**src/rtl/debounce_pkg.sv**
```systemverilog
// Shared constants and elaboration-time helpers for the debounce scheduler and
// other slot-scheduled blocks.
package debounce_pkg;

   localparam int unsigned DEBOUNCE_TICK_DIV     = 50000;
   localparam int unsigned DEBOUNCE_STABLE_COUNT = 4;

   // Ceiling log2; clog2(1) == 0.
   function automatic int unsigned clog2(input int unsigned value);
      int unsigned result;
      longint unsigned span;
      result = 0;
      span   = 1;
      while (span < value) begin
         span   = span << 1;
         result = result + 1;
      end
      return result;
   endfunction

   // Width of a field that must hold values 0..n-1, never narrower than one bit.
   function automatic int unsigned width_of(input int unsigned n);
      return (clog2(n) < 1) ? 1 : clog2(n);
   endfunction

endpackage

```
**src/rtl/slot_timer.sv**
```systemverilog
// Sample-slot timer: asserts tick for one cycle out of every TICK_DIV cycles.
// Implemented as a down-counter so the terminal count is a compare against
// zero. remain == TICK_DIV-1-div, so tick lines up with div == TICK_DIV-1.
// After reset the first tick comes TICK_DIV-1 edges later.
module slot_timer
   import debounce_pkg::*;
#(
   parameter int unsigned TICK_DIV = DEBOUNCE_TICK_DIV
) (
   input  logic clk,
   input  logic reset,
   output logic tick
);

   localparam int unsigned DIV_W = width_of(TICK_DIV);
   localparam logic [DIV_W-1:0] RELOAD = DIV_W'(TICK_DIV - 1);

   logic [DIV_W-1:0] remain;

   // Count down to zero, then reload; reset loads the full period.
   always_ff @(posedge clk) begin
      if (reset) begin
         remain <= RELOAD;
      end else if (remain == '0) begin
         remain <= RELOAD;
      end else begin
         remain <= remain - 1'b1;
      end
   end

   assign tick = (remain == '0);

endmodule

```
**src/rtl/debounce_scheduler.sv**
```systemverilog
// Round-robin switch debouncer. One shared slot timer picks one channel per
// slot. A single compare/update path then advances or clears that channel's
// count, or flips its level.
module debounce_scheduler
   import debounce_pkg::*;
#(
   parameter int unsigned N_CH         = 4,
   parameter int unsigned TICK_DIV     = DEBOUNCE_TICK_DIV,
   parameter int unsigned STABLE_COUNT = DEBOUNCE_STABLE_COUNT
) (
   input  logic                        clk,
   input  logic                        reset,
   input  logic [N_CH-1:0]             sw_in,
   output logic [N_CH-1:0]             sw_level,
   output logic [N_CH-1:0]             sw_rise,
   output logic [N_CH-1:0]             sw_fall,
   output logic [width_of(N_CH)-1:0]   slot_ch,
   output logic                        slot_tick
);

   localparam int unsigned CH_W  = width_of(N_CH);
   localparam int unsigned CNT_W = width_of(STABLE_COUNT + 1);
   localparam logic [CH_W-1:0]  LAST_CH  = CH_W'(N_CH - 1);
   localparam logic [CNT_W-1:0] CNT_LAST = CNT_W'(STABLE_COUNT - 1);

   logic [N_CH-1:0]  sync_meta;
   logic [N_CH-1:0]  sync_q;
   logic [CNT_W-1:0] cnt [N_CH];

   logic             cur_sync;
   logic             cur_level;
   logic [CNT_W-1:0] cur_cnt;
   logic [CNT_W-1:0] cnt_next;
   logic             cur_flip;

   // Two-flop synchronizer on every raw input, running every cycle.
   always_ff @(posedge clk) begin
      if (reset) begin
         sync_meta <= '0;
         sync_q    <= '0;
      end else begin
         sync_meta <= sw_in;
         sync_q    <= sync_meta;
      end
   end

   slot_timer #(
      .TICK_DIV (TICK_DIV)
   ) u_slot_timer (
      .clk   (clk),
      .reset (reset),
      .tick  (slot_tick)
   );

   // Shared datapath: evaluate the channel currently pointed to by slot_ch.
   always_comb begin
      cur_sync  = sync_q[slot_ch];
      cur_level = sw_level[slot_ch];
      cur_cnt   = cnt[slot_ch];
      cur_flip  = 1'b0;
      cnt_next  = '0;
      if (cur_sync != cur_level) begin
         if (cur_cnt == CNT_LAST) begin
            cur_flip = 1'b1;
         end else begin
            cnt_next = cur_cnt + 1'b1;
         end
      end
   end

   // Per-channel state. Only the scheduled channel is written on a slot tick,
   // so at most one edge pulse can appear in any cycle.
   always_ff @(posedge clk) begin
      if (reset) begin
         slot_ch  <= '0;
         sw_level <= '0;
         sw_rise  <= '0;
         sw_fall  <= '0;
         for (int i = 0; i < N_CH; i++) begin
            cnt[i] <= '0;
         end
      end else begin
         sw_rise <= '0;
         sw_fall <= '0;
         if (slot_tick) begin
            slot_ch      <= (slot_ch == LAST_CH) ? '0 : slot_ch + 1'b1;
            cnt[slot_ch] <= cnt_next;
            if (cur_flip) begin
               sw_level[slot_ch] <= cur_sync;
               sw_rise[slot_ch]  <= cur_sync;
               sw_fall[slot_ch]  <= ~cur_sync;
            end
         end
      end
   end

endmodule

```
**config.mk**
```make
export PLATFORM = sky130hd
export DESIGN_NAME = debounce_scheduler
export DESIGN_NICKNAME = d
export VERILOG_FILES = /design/src/rtl/debounce_pkg.sv /design/src/rtl/slot_timer.sv /design/src/rtl/debounce_scheduler.sv
export SDC_FILE = /design/constraint.sdc
export NUM_CORES = 1
export LEC_CHECK = 0
export ABC_AREA = 1
export CAP_MARGIN = 20
export CORE_UTILIZATION = 35
export DETAILED_ROUTE_END_ITERATION = 6
export GPL_TIMING_DRIVEN = 0
export PLACE_DENSITY = 0.61
export SLEW_MARGIN = 0
export SYNTH_ARGS = -nofsm -noshare
export SYNTH_HDL_FRONTEND = slang
export SYNTH_SLANG_ARGS = --single-unit
```
**constraint.sdc**
```tcl
create_clock -name clk -period 1.4 [get_ports clk]
set_input_delay 0.14 -clock clk [delete_from_list [all_inputs] [get_ports clk]]
set_output_delay 0.14 -clock clk [all_outputs]
set_load 0.01 [all_outputs]
```
# Word-level counts from Yosys, hierarchy flattened
# Memories as Yosys holds them, arrays and structs flattened. A register that Yosys moved wholly into a read port is not among the register bits.
# Cells that the tools add are included.
# Widths: inputs -> output; s select.
[classes]
n_reduce_logical = 6
addsub = 3
n_eq_ne = 3
order_cmp = 2
bitwise = 5
mux = 22
[ops]
columns = ["cell", "count"]
rows = [
  ["$logic_not 16->1", 1],
  ["$sub 16x1->16 const B", 1],
  ["$mux 1", 11],
  ["$mux 3", 3],
  ["$and 4x4->4", 2],
  ["$mux 2", 4],
  ["$reduce_or 3->1", 2],
  ["$bmux 1 s2", 2],
  ["$bwmux 4", 1],
  ["$add 3x1->3 const B", 1],
  ["$eq 3x2->1 const B", 1],
  ["$lt 2x3->1 const B", 1],
  ["$not 1->1", 3],
  ["$add 2x1->2 const B", 1],
  ["$demux 1 s2", 1],
  ["$eq 2x2->1 const B", 1],
  ["$ge 2x1->1 const B", 1],
  ["$reduce_and 2->1", 1],
  ["$reduce_or 2->1", 1],
  ["$logic_and 1x1->1", 1],
  ["$ne 1x1->1", 1],
]
[word_totals]
ramBits = 12
in_bits = 6
reg_bits = 38
out_inout_bits = 15
memories = 1
word_cells = 49
[memory_table]
columns = ["name", "words", "word_bits", "rd", "rd_ports_with_merged_regs", "write_ports", "line_no", "source"]
rows = [
  ["cnt", 4, 3, 1, 1, 4, "debounce_scheduler.sv:28", "logic [CNT_W-1:0] cnt [N_CH];"],
]

# Longest topological paths before layout
# Gate-level depths: netlist of the first run.
[logic_depth]
ltp_word = 6
mapped_depth = 12

# Cells and area by module
# A second synthesis of the first run with hierarchy kept.
[unflattened]
hier_cells = 310
area_unflattened_um2 = 2503.7
[by_module_without_submodules]
columns = ["module", "seq_area_each_um2", "area_each_um2", "n_inst", "cells_each"]
rows = [
  ["debounce_scheduler", 840.8, 1636.6, 1, 188],
  ["slot_timer", 320.3, 867.1, 1, 122],
]

# Least setup slack after synthesis of the first run
# OpenSTA, ideal clock, no wires.
[synth_path]
path_kind = "register to register"
start = "reg (tool-made name)"
end = "mem cnt[2][1] in the netlist's numbering, data pin"
arrival_ns = 1.329
required_time_ns = 1.146
setup_time_ns = 0.254
slack_ns = -0.184
path_stages_with_launch = 7
period_less_slack_ns = 1.584
path_cell_list = "dfxtp_1 inv_2 o21ai_0 nand2_1 ha_1 nand3_2 nor2_1"
[synth_rtl]
columns = ["item", "line_no"]
rows = [
  ["to (decl)", "debounce_scheduler.sv:28"],
]

==> results of run 1 <==
-- cells by family after synthesis --
kind of cell / Yosys count
compound gates: 18
xor+xnor: 4
fa+ha+maj: 7
buf+inv: 47
flops: 52
simple gates: 167
-- worst max-delay path: cells and delay by family (launching register included) --
family / cells / cell delay [ps]
AOI/OAI and AO/OA: 2 / 230
DFF: 1 / 390
adders and majority gates: 1 / 150
and+or+nand+nor: 6 / 650
buffers and inverters: 1 / 50
-- how the worst max path moves through the flow --
stage | depth (start not counted) | end | slack, ps
final | 10 | sw_level[3] | -180
after global routing | 10 | sw_level[3] | -320
after CTS | 11 | sw_level[3] | -200
after detailed placement | 10 | sw_level[3] | -290
after global placement | 10 | sw_level[2] | -250
after floorplan | 11 | sw_level[2] | -70
-- layer usage --
layer  GRT usage  vias to the layer above  part of all wire
met2      0.2476                       17              0.49
met5           0                        -                 0
met4     0.04160                        0             0.014
met1      0.1926                      946              0.47
li1            -                     1039                 -
met3     0.02918                        7             0.019
-- cell usage after synthesis --
library cell and number:
nand2_1 62, nor2_1 51, dfxtp_1 40, inv_1 36, nand3_1 14, edfxtp_1 12
nand3_2 9, o21ai_0 9, nand2_2 8, ha_1 7, nor2_2 7, a21oi_1 6
inv_2 6, nand4_1 4, xor2_1 4, nor3_1 3, nor2_4 2, o22ai_1 2
or2_2 2, a31oi_1 1, and2_4 1, buf_12 1, buf_2 1, buf_6 1
clkbuf_1 1, inv_8 1, nand2_4 1, nand4_4 1, nor2_8 1, or3_1 1
-- cell type report --
class	instances	area, µm²	area share
clock inverters	3	18.77	0.005403
inverters	43	191.4	0.05512
flip-flops and latches	52	1190	0.3426
plain buffers	3	28.78	0.008285
well taps	77	96.34	0.02774
multi-input cells	196	1360	0.3916
repair buffers	53	519.2	0.1495
clock buffers	5	68.82	0.01981
-- sequential cells by signal, indices dropped and copies added, names as in the netlist, named ones only --
signal and cells:
cnt 12, slot_ch 2, sw_fall 4, sw_level 4, sw_rise 4, sync_meta 4, sync_q 4, u_slot_timer.remain 16
-- what timing repair did --
item,in CTS,in global routing
endpoints found under the setup margin,44,52
cloned,1,0
gates resized for setup,25,70
setup buffers,16,17
pin swaps,17,24
-- where the power goes --
part / total (mW) / switching (mW) / internal [mW]
Clock: 0.853 / 0.503 / 0.350
Combinational: 0.193 / 0.103 / 0.0896
Sequential: 1.57 / 0.0163 / 1.56
-- layout by cell type (no fill, tap or decap), types with 5 or more instances in the layout --
master           count
inv_1               30
nand3_1              7
clkdlybuf4s50_1     13
nand3_2              9
nand2_2             15
nor2_2              14
edfxtp_1            12
nor2_1              40
dfxtp_2              8
buf_4               28
dfxtp_4              5
nand2_1             45
buf_6                5
dfxtp_1             27
clkbuf_8             5
inv_2                7
nand3_4              7
nand2_4             11
nor2_4               6
-- per-stage QoR --
step	total power, mW	TNS (ps)	hold slack (ps)	utilization	std cells
6_report	2.619	-3487	274.9	0.5348	432
3_5_place_dp	1.738	-6680	390.7	0.4338	391
5_1_grt	2.739	-7246	297.0	0.5348	432
3_3_place_gp	1.735	-6086	387.1	0.4338	391
2_1_floorplan	1.702	-913.4	247.0	-	295
4_1_cts	2.603	-4287	256.6	0.4818	416
==> flow_summary.ini, run 1 <==
[worst_setup_path]
crit_fanout = 8
cp-end-kind = flop
worstPathRequired_ps = 1610
critPathArrivalTime_ps = 1790
crit_top_cell = nand2_1
rr_endpoint = sw_level[3]
crit_slowest_cell = dfxtp_4
path_cells = inv_6 > a21oi_2 > o21ai_2 > nand2_2 > ha_4 > nand3_4 > nor2_4 > nand3_2 > nand2_1 > nand2_1
regToRegSetupSlack_ps = -180
worstSetupStartpointType = flop
critical_path_class = reg2reg
r2r_cells = 10
slowest_delay_ps = 390

[clock_tree]
root_buffer = clkbuf_8
clk_pin_slew_ps = 100
clk_latency_ps = 310
numCtsBuffers = 5
clockBufferDepth = 2
cts_tree = done
clock_sinks = 52
postCtsHoldBufs = 0
h-tree-depth = 2

[synthesis]
synth-compound-area-share = 0.03898
ys_seq_area_frac = 0.4823
synth_top_family_by_area = simple AND/OR/NAND/NOR gates
ys_types = 30
synth_largest_area_cell = dfxtp_1
netlist.area_leader.share = 0.3326
synthSimpleGateAreaFrac = 0.3410
synth_area_leaders = dfxtp_1, edfxtp_1, nand2_1
synth_xor_area_frac = 0.01455
yosys_warnings = 0
synthAdderAreaFrac = 0.03638
synthCells = 295
syn_avg_cell_area_um2 = 8.160
yosys-mux-area-fraction = 0
ys_ff_latch = 52
syn-cell-area_um2 = 2407
synth_fp_nets = 308

[routing]
avgRoutedWirePerCell_um = 12.24
wl_um = 5286
ant_nets = 0
drc = 0
drt_first_pass_iters = 4
drt-vias-per-instance = 4.650
vias = 2009
drt_iter0_drc = 55

[placement]
place_area_um2 = 2818
hpwlAfterDp_um = 3367
gp_congestion = 0.8620
pre_cts_ws_ps = -288.2
io_buffers = 19

[die]
start_util = 0.3706
dieArea_um2 = 7214
coreArea_um2 = 6495
pin_count = 21
die_y_um = 84.94
rows = 29
die_w_um = 84.94

[timing]
skew_ps = 7.957
slew_headroom = 0.6784
max_freq_ghz = 0.6343
timing.final.crit_period_ps = 1577
finalMaxSlewViolations = 0
finalHoldViolCount = 0
layout_setup_ws_ps = -176.6
period_share = 1.126
setup_viol_count_final = 36
tightest_slew_ps = 482.4
rsz0062_at_grt = yes

[power_and_ir_drop]
ir_drop_v = 0.0003930
p_leak_nw = 1.553
powerDensity_nw_per_um2 = 754.0

[finish]
num_antenna_cells = 0
area_growth_pct = 44.28
filler_cell_count = 578
fin_nets = 367
layout-drive-gt1-share = 0.4254
postLayoutCellArea_um2 = 3473

[grt]
overflow = 0
grt_use_total = 0.1471
antenna_found_initial = 0
grt_pass1_vias = 1815
grt_pass1_wl_um = 8321
grt_max_degree = 17

[hold_path]
hold_depth = 4
min_path_type = in2reg
hold_end = sw_level[1]
hold_start = reset

[status]
status = finished with violations
violations = negative setup slack

[run]
maxCapViolCount = 0
(Power assumes the default switching activity.)
==> run 2, diff against run 1 <==
--- a/config.mk
+++ b/config.mk
@@ -9,8 +9,9 @@
 export CAP_MARGIN = 20
 export CORE_UTILIZATION = 35
 export DETAILED_ROUTE_END_ITERATION = 6
+export DONT_BUFFER_PORTS = 1
 export GPL_TIMING_DRIVEN = 0
-export PLACE_DENSITY = 0.61
+export PLACE_DENSITY = 0.57
 export SLEW_MARGIN = 0
 export SYNTH_ARGS = -nofsm -noshare
 export SYNTH_HDL_FRONTEND = slang
==> run 2 against run 1 <==
The flow finishes with violations (design-rule violations, negative setup slack). Final cell count decreased by 4.2%. Critical endpoint is now sw_level[2]. Sequential power about the same. Setup slack got worse by 57 ps. Design area decreased by 1.2%. Largest cell class unchanged. First-iteration DRC count increased by 42%.
==> flow_summary.ini, run 2 (synthesis results as in run 1) <==
[status]
status = finished with violations
violations = design-rule violations, negative setup slack

[timing]
rsz0062_at_grt = yes
period_share = 1.167
finalMaxSlewViolations = 0
slew_headroom = 0.7030
finalHoldViolCount = 0
final.setup.tns_ps = -6120
holdWs_ps = 244.6
tightest_slew_ps = 445.1
setup_viol_count_final = 42
layout_setup_ws_ps = -233.4
skew_ps = 10.48
timing.final.crit_period_ps = 1633
max_freq_ghz = 0.6122

[finish]
post-route-util = 0.5284
multi_input_area_um2 = 1451
num_antenna_cells = 0
final_cells = 414
final_common_cell = nand2_1
fin_nets = 349
postLayoutCellArea_um2 = 3432
area_growth_pct = 42.57
layout-drive-gt1-share = 0.4570
reg_top3 = u_slot_timer.remain: 16 flops, cnt: 12 flops
largest_reg_flops = 16
top_register = u_slot_timer.remain
layout_common_cells = nand2_1, nor2_1, inv_1, dfxtp_1, nand2_2
filler_cell_count = 575
seq_area_um2 = 1186

[grt]
grtUsageMet2 = 0.2469
grt_pass1_vias = 1900
grt_max_degree = 16
antenna_found_initial = 0
use_met3 = 0.03113
grt_pass1_wl_um = 8618
gr-max-usage-layer = met2
overflow = 0
grt_use_total = 0.1510
met1_usage = 0.2029

[routing]
ant_nets = 0
drt_iter0_drc = 78
wl_um = 5452
drt-vias-per-instance = 4.754
avgRoutedWirePerCell_um = 13.17
drt_first_pass_iters = 7
vias = 1968
drc = 2

[worst_setup_path]
worstSetupStartpointType = flop
crit_top_cell = nand2_1
crit_slowest_cell = dfxtp_4
r2r_cells = 9
critical_path_class = reg2reg
regToRegSetupSlack_ps = -230
rr_endpoint = sw_level[2]
worstPathRequired_ps = 1600
cp-end-kind = flop
critPathArrivalTime_ps = 1840
slowest_delay_ps = 390
path_cells = inv_6 > nor2_2 > o22ai_2 > ha_4 > nand3_4 > nor2_4 > nand3_2 > nand2_1 > nand2_1
crit_fanout = 8

[power_and_ir_drop]
ir_drop_v = 0.0005423
p_leak_nw = 1.422
powerDensity_nw_per_um2 = 817.9
totalPowerFinal_mw = 2.807

[clock_tree]
h-tree-depth = 2
root_buffer = clkbuf_8
clk_pin_slew_ps = 100
clock_sinks = 52
clockBufferDepth = 2
cts_tree = done
numCtsBuffers = 5
clk_latency_ps = 310

[placement]
place_inst = 372
io_buffers = 0
gp_congestion = 0.8139
place_area_um2 = 2628
hpwlAfterDp_um = 3374
pre_cts_ws_ps = -310.1

[hold_path]
hold_depth = 4
hold_end = sw_level[0]
hold_start = reset
min_path_type = in2reg

[die]
start_util = 0.3706
pin_count = 21
rows = 29
die_w_um = 84.94
die_y_um = 84.94
dieArea_um2 = 7214
coreArea_um2 = 6495

[run]
maxCapViolCount = 0
==> run 2: cell count changes in the layout (fill, tap and decap cells not counted), sizes merged <==
cell / change
clkdlybuf4s50: -13
buf: -5
dlygate4sd3: +4
dlymetal6s2s: -4
clkinv: -2
bufinv: +1
clkbuf: +1
==> run 2: critical path: cells and delay by family, from the launching register on <==
family	cells	cell delay (ps)
simple gates	6	610
compound gates	1	210
fa+ha+maj	1	200
flops	1	390
buf+inv	1	90
==> run 2: routing by layer <==
layer / share of wire / vias up
met5: 0 / -
met4: 0.0059 / 0
met1: 0.46 / 924
li1: - / 1007
met3: 0.036 / 4
met2: 0.50 / 33
==> run 2: worst max-delay path by stage <==
stage	endpoint	slack [ps]	cells past startpoint
2_1_floorplan	sw_level[2]	-70	11
3_3_place_gp	sw_level[2]	-270	11
3_5_place_dp	sw_level[2]	-310	11
4_1_cts	sw_level[2]	-180	11
5_1_grt	sw_level[1]	-310	9
6_report	sw_level[2]	-230	9
==> run 2: area by class of cell <==
| type | instances | share of cell area |
|---|---|---|
| clock buffers | 6 | 0.02114 |
| inverters | 43 | 0.05651 |
| multi-input cells | 196 | 0.4229 |
| repair buffers | 34 | 0.1013 |
| well taps | 77 | 0.02807 |
| plain buffers | 4 | 0.01422 |
| clock inverters | 2 | 0.01021 |
| flip-flops and latches | 52 | 0.3456 |
==> run 2: timing repair <==
item,4_1_cts,5_1_grt
pin swaps,22,30
hold buffers,4,0
setup endpoints to repair,42,53
resized for setup,44,66
gates cloned,1,0
hold endpoints to repair,4,0
setup buffers,15,15
==> run 2: report_power, final <==
part	total [mW]	internal [mW]	switching (mW)
registers	1.57	1.56	0.0165
logic	0.200	0.0945	0.106
clock network	1.03	0.532	0.501
total	2.81	2.18	0.624
==> run 3, diff against run 2 <==
--- a/config.mk
+++ b/config.mk
@@ -9,9 +9,8 @@
 export CAP_MARGIN = 20
 export CORE_UTILIZATION = 35
 export DETAILED_ROUTE_END_ITERATION = 6
-export DONT_BUFFER_PORTS = 1
 export GPL_TIMING_DRIVEN = 0
-export PLACE_DENSITY = 0.57
+export PLACE_DENSITY = 0.61
 export SLEW_MARGIN = 0
 export SYNTH_ARGS = -nofsm -noshare
 export SYNTH_HDL_FRONTEND = slang
==> results of run 3 <==
No change in the layout: final DEF, timing and power equal those of run 1.
